### src/rtl/hazard_stall_ctrl.sv
// Pipeline sequencing controller for the 5-stage core: load-use bubbles, redirect
// flushes, data-memory freeze with timeout watchdog, and saturating event counters.
module hazard_stall_ctrl #(
   parameter int MEM_TIMEOUT = 16,
   parameter int CNT_W       = 16
) (
   input  logic             clk,
   input  logic             reset,
   input  logic [4:0]       id_rs1,
   input  logic [4:0]       id_rs2,
   input  logic             id_use_rs1,
   input  logic             id_use_rs2,
   input  logic             ex_memread,
   input  logic [4:0]       ex_rd,
   input  logic             ex_redirect,
   input  logic             mem_access,
   input  logic             dmem_ready,
   output logic             pc_write,
   output logic             ifid_write,
   output logic             ifid_flush,
   output logic             idex_write,
   output logic             idex_flush,
   output logic             exmem_write,
   output logic             memwb_bubble,
   output logic             dmem_req,
   output logic             mem_err,
   output logic [CNT_W-1:0] stall_cnt,
   output logic [CNT_W-1:0] flush_cnt
);

   localparam int WC_W = $clog2(MEM_TIMEOUT + 1);
   localparam logic [0:0] RUN      = 1'b0;
   localparam logic [0:0] MEM_WAIT = 1'b1;

   logic [0:0]       state_q, state_d;
   logic [WC_W-1:0]  wait_q, wait_d;
   logic             mem_err_q, mem_err_d;
   logic [CNT_W-1:0] stall_q, stall_d;
   logic [CNT_W-1:0] flush_q, flush_d;

   logic luh, freeze, redirect, lu_stall;

   // Qualifying with reset forces the default enables while reset is held.
   always_comb begin
      luh = ex_memread && (ex_rd != 5'd0) &&
            ((id_use_rs1 && (ex_rd == id_rs1)) || (id_use_rs2 && (ex_rd == id_rs2)));
      freeze   = !reset && mem_access && !dmem_ready;
      redirect = !reset && ex_redirect && !freeze;
      lu_stall = !reset && luh && !freeze && !ex_redirect;
   end

   always_comb begin
      pc_write     = !freeze && !lu_stall;
      ifid_write   = !freeze && !lu_stall;
      ifid_flush   = redirect;
      idex_write   = !freeze;
      idex_flush   = redirect || lu_stall;
      exmem_write  = !freeze;
      memwb_bubble = freeze;
      dmem_req     = !reset && mem_access;
   end

   always_comb begin
      state_d   = state_q;
      wait_d    = wait_q;
      mem_err_d = mem_err_q;
      case (state_q)
         RUN: begin
            if (freeze) begin
               state_d = MEM_WAIT;
               wait_d  = WC_W'(1);
            end
         end
         MEM_WAIT: begin
            if (!freeze) begin
               state_d = RUN;
               wait_d  = '0;
            end else if (wait_q == WC_W'(MEM_TIMEOUT)) begin
               mem_err_d = 1'b1;
            end else begin
               wait_d = wait_q + WC_W'(1);
            end
         end
         default: begin
            state_d = RUN;
            wait_d  = '0;
         end
      endcase
   end

   always_comb begin
      stall_d = stall_q;
      flush_d = flush_q;
      if ((freeze || lu_stall) && (stall_q != {CNT_W{1'b1}}))
         stall_d = stall_q + CNT_W'(1);
      if (redirect && (flush_q != {CNT_W{1'b1}}))
         flush_d = flush_q + CNT_W'(1);
   end

   always_ff @(posedge clk or posedge reset) begin
      if (reset) begin
         state_q   <= RUN;
         wait_q    <= '0;
         mem_err_q <= 1'b0;
         stall_q   <= '0;
         flush_q   <= '0;
      end else begin
         state_q   <= state_d;
         wait_q    <= wait_d;
         mem_err_q <= mem_err_d;
         stall_q   <= stall_d;
         flush_q   <= flush_d;
      end
   end

   assign mem_err   = mem_err_q;
   assign stall_cnt = stall_q;
   assign flush_cnt = flush_q;

endmodule

### config.mk
export PLATFORM = sky130hd
export DESIGN_NAME = hazard_stall_ctrl
export DESIGN_NICKNAME = d
export VERILOG_FILES = /design/src/rtl/hazard_stall_ctrl.sv
export SDC_FILE = /design/constraint.sdc
export NUM_CORES = 1
export LEC_CHECK = 0
export CORE_ASPECT_RATIO = 1.4
export CORE_MARGIN = 2
export CORE_UTILIZATION = 40
export CTS_BUF_LIST = sky130_fd_sc_hd__clkbuf_8
export CTS_CLUSTER_SIZE = 14
export DETAILED_ROUTE_END_ITERATION = 10
export GPL_TIMING_DRIVEN = 0
export PLACE_DENSITY = 0.72
export RECOVER_POWER = 100
export SYNTH_ARGS = -nofsm -noshare
export SYNTH_HDL_FRONTEND = slang
export SYNTH_SLANG_ARGS = --single-unit
### constraint.sdc
create_clock -name clk -period 5.9 [get_ports clk]
set_input_delay 0.59 -clock clk [delete_from_list [all_inputs] [get_ports clk]]
set_output_delay 0.59 -clock clk [all_outputs]
set_load 0.005 [all_outputs]
==> metrics <==
Hold Path End=flush_cnt[7]; main combinational cell family by area after synthesis=simple AND/OR/NAND/NOR gates; Hold Startpoint=flush_cnt[7]; CP Launch Type=input port; CP Class=input port to primary output; failing checks=capacitance limit; maximum fanout along the worst path=41; vias after detailed routing=1,729; Sink Count=39; Synthesis Warnings=0; FMAX=227.5 MHz; min cycle time layout=between 4 and 5 ns; clk slew on worst S/H paths=roughly 0.080 ns; placed instance area=2808 µm²; status=finished, violations left; post-synthesis net count=234; Die Span Y=~90 µm; final setup fails=0; initial antenna violation count=0; Min-Delay Path Depth=1; Setup WS pre-CTS=1.968 ns; cell count after synthesis=207; io pins=64; DIE AREA=5839 µm²; cts repair resizes=0; HP Class=register to register; largest net degree at the start of global routing=42; Final nets=a little over 300; ant diodes=0; drt wl/cell=12.78 µm; postcts setup bufs=0; area share of and/or/nand/nor cells after synthesis=23.89%; Clock Latency Late Sink=0.30 ns; Max Transition Viols Final=0; 1st-iter DRT viols=19; #FFs+latches synth=39; fillers=507; Synth cell types=42; CTS Buf Count=5; hold_buf cts=0; Cell Pwr Density=256.6 nW/µm²; Initial Util=40.91%; Buffers on Ports=63; core area=approximately 5000 µm²; final wirelength=4397 µm; ratio of cells with drive above 1 in the final layout=7.194%; clk buf depth=2; ANT nets after route=0; DP Cell Count=approximately 340; gpl congestion=0.7970; Area Overhead vs Synth=38.65%; grt ovf=0; TritonRoute pass-1 iters=4; HPWL after DPL=3273 µm; Mapped Area=2095 µm²; Mean Syn Cell Area=10.12 µm²; post-route setup slack=1.505 ns; die width=about 65 µm; Clock Skew=0.007931 ns; mux share of post-synthesis cell area=under 10%; global-route wire length before repair=a little over 7000 µm; CTS tree=built; Req. time, crit path=5.31 ns; CP Capture Type=primary output; routed vias/inst=5.026; max-cap violations=1; post-synthesis compound-gate area fraction=slightly above 6%; number of global-route vias before repair=1,588; adder-cell share of the synthesized area=between 2 and 2.5%; crit path DAT=3.80 ns; RR Startpoint=flush_cnt[4]; CP peak stage delay=~0.66 ns; Finished Layout Cells=344; residual DRC count=0; share of the yosys chip area belonging to registers=46.59%; final period utilization=74.49%; final hold vios=0; R2R cell count=7; CTS Root Cell=clkbuf_8; num rows=31; Crit-path slowest cell=inv_1; Worst slew margin=0.1579%; CTS H-tree depth=2; R2R setup slack=between 3 and 4 ns; post-synthesis xor/xnor area fraction=around 15%; Setup TNS=0 ns; static leakage=1.309 nW; setup repair after global routing missed its margin=false; peak supply drop=0.0002855 V; actual slew at the worst max-slew pin=1.496 ns; worst r2r dst=flush_cnt[15]; critical path cell sequence=dlygate4sd3_1 > inv_1 > nand2b_1 > clkinv_1 > a21oi_4 > buf_4 > clkbuf_4 > clkdlybuf4s50_1; total global-route track usage=16.21%; post-route cell area=2904 µm²
[kinds of logic after synthesis]
kind of cell	after synthesis
flip-flops	39
AND/OR/NAND/NOR	92
XOR/XNOR	35
multiplexers	6
AO/OA/AOI/OAI	18
adder cells (fa/ha/maj)	4
buffers and inverters	13
[worst max path at each step]
| stage | startpoint | endpoint | slack (ns) | cells past startpoint |
|---|---|---|---|---|
| floorplan | reset | pc_write | 2.99 | 6 |
| CTS | reset | pc_write | 1.97 | 8 |
| finish | reset | pc_write | 1.51 | 8 |
| global route | reset | pc_write | 1.17 | 8 |
| detailed placement | reset | pc_write | 1.97 | 8 |
| global placement | reset | pc_write | 1.46 | 8 |
[cells in the final DEF, fill, tap and decap left out, drive strengths merged, types with 3 or more instances in the layout]
cell and instances:
nor3 10, a21oi 5, nand2b 3, nor4b 3, nor2 11, and4 3
clkinv 3, and3 4, nand2 25, nand3 14, dlygate4sd3 40, ha 4
nand4 8, inv 6, clkdlybuf4s50 23, clkbuf 9, dfrtp 39, o21ai 8
mux2 4, xor2 15, xnor2 20
[through the flow]
stage | hold WS [ns] | total power [mW] | util (%)
floorplan | 0.4678 | 0.4324 | -
detailed placement | 0.4828 | 0.5484 | 54.84
global route | 0.5058 | 0.7899 | 56.72
global placement | 0.4746 | 0.5446 | 54.84
CTS | 0.5007 | 0.7737 | 57.04
finish | 0.4906 | 0.7451 | 56.72
[sequential cells by signal, indices dropped and copies added, names as in the netlist]
name	count
mem_err	1
wait_q	5
flush_cnt	16
stall_cnt	16
state_q	1
[layout make-up]
type                       count  area, µm²  area share (%)
clock buffer                   5      68.82           2.370
multi-input combinational    155       1039           35.76
sequential                    39      975.9           33.61
tap                           66      82.58           2.844
buffer                         6      37.54           1.293
inverter                       7      26.28          0.9048
clock inverter                 3      43.79           1.508
timing repair buffer          63      630.6           21.71
[synth_stat cells (all sizes together)]
master / number / area, µm²
nand4bb: 1 / 11.26
or3: 1 / 6.260
and2: 1 / 6.260
nand2b: 3 / 18.77
nand3: 14 / 75.07
nor2b: 1 / 6.260
xor2: 15 / 131.4
o21ai: 8 / 40.03
and4: 3 / 26.28
mux2i: 2 / 20.02
nor3b: 1 / 7.510
clkinv: 1 / 3.750
nand4: 8 / 50.05
nor2: 11 / 41.29
mux2: 4 / 48.79
ha: 4 / 50.05
buf: 5 / 35.03
inv: 6 / 22.52
o41a: 1 / 11.26
nor3: 10 / 55.05
nor4: 2 / 12.51
or2: 1 / 6.260
o21bai: 2 / 15.01
nand2: 25 / 93.84
nor4b: 3 / 32.53
or4: 1 / 7.510
a21boi: 1 / 7.510
a21oi: 5 / 47.54
and3: 4 / 25.02
xnor2: 20 / 175.2
nor4bb: 1 / 10.01
dfrtp: 39 / 975.9
nand4b: 1 / 8.760
clkbuf: 1 / 3.750
o22ai: 1 / 6.260
[metal layers]
| metal | share of wire, % | wire [µm] | global-route usage, % |
|---|---|---|---|
| met1 | 43 | 1871 | 18.83 |
| met2 | 50 | 2197 | 28.49 |
| met3 | 5.3 | 231 | 3.117 |
| met4 | 2.2 | 96 | 8.523 |
| met5 | 0 | 0 | 0 |
[where the power goes]
part	total (mW)	internal, mW	switching (mW)	leakage, nW
sequential	0.354	0.305	0.0492	0.517
combinational	0.168	0.105	0.0630	0.733
clock	0.223	0.126	0.0975	0.0581
[critical path: cells and delay by family]
kind                   cells  cell delay [ns]
AND/OR/NAND/NOR            1             0.45
buffers and inverters      6             2.41
AO/OA/AOI/OAI              1             0.34
(Power assumes the default switching activity.)
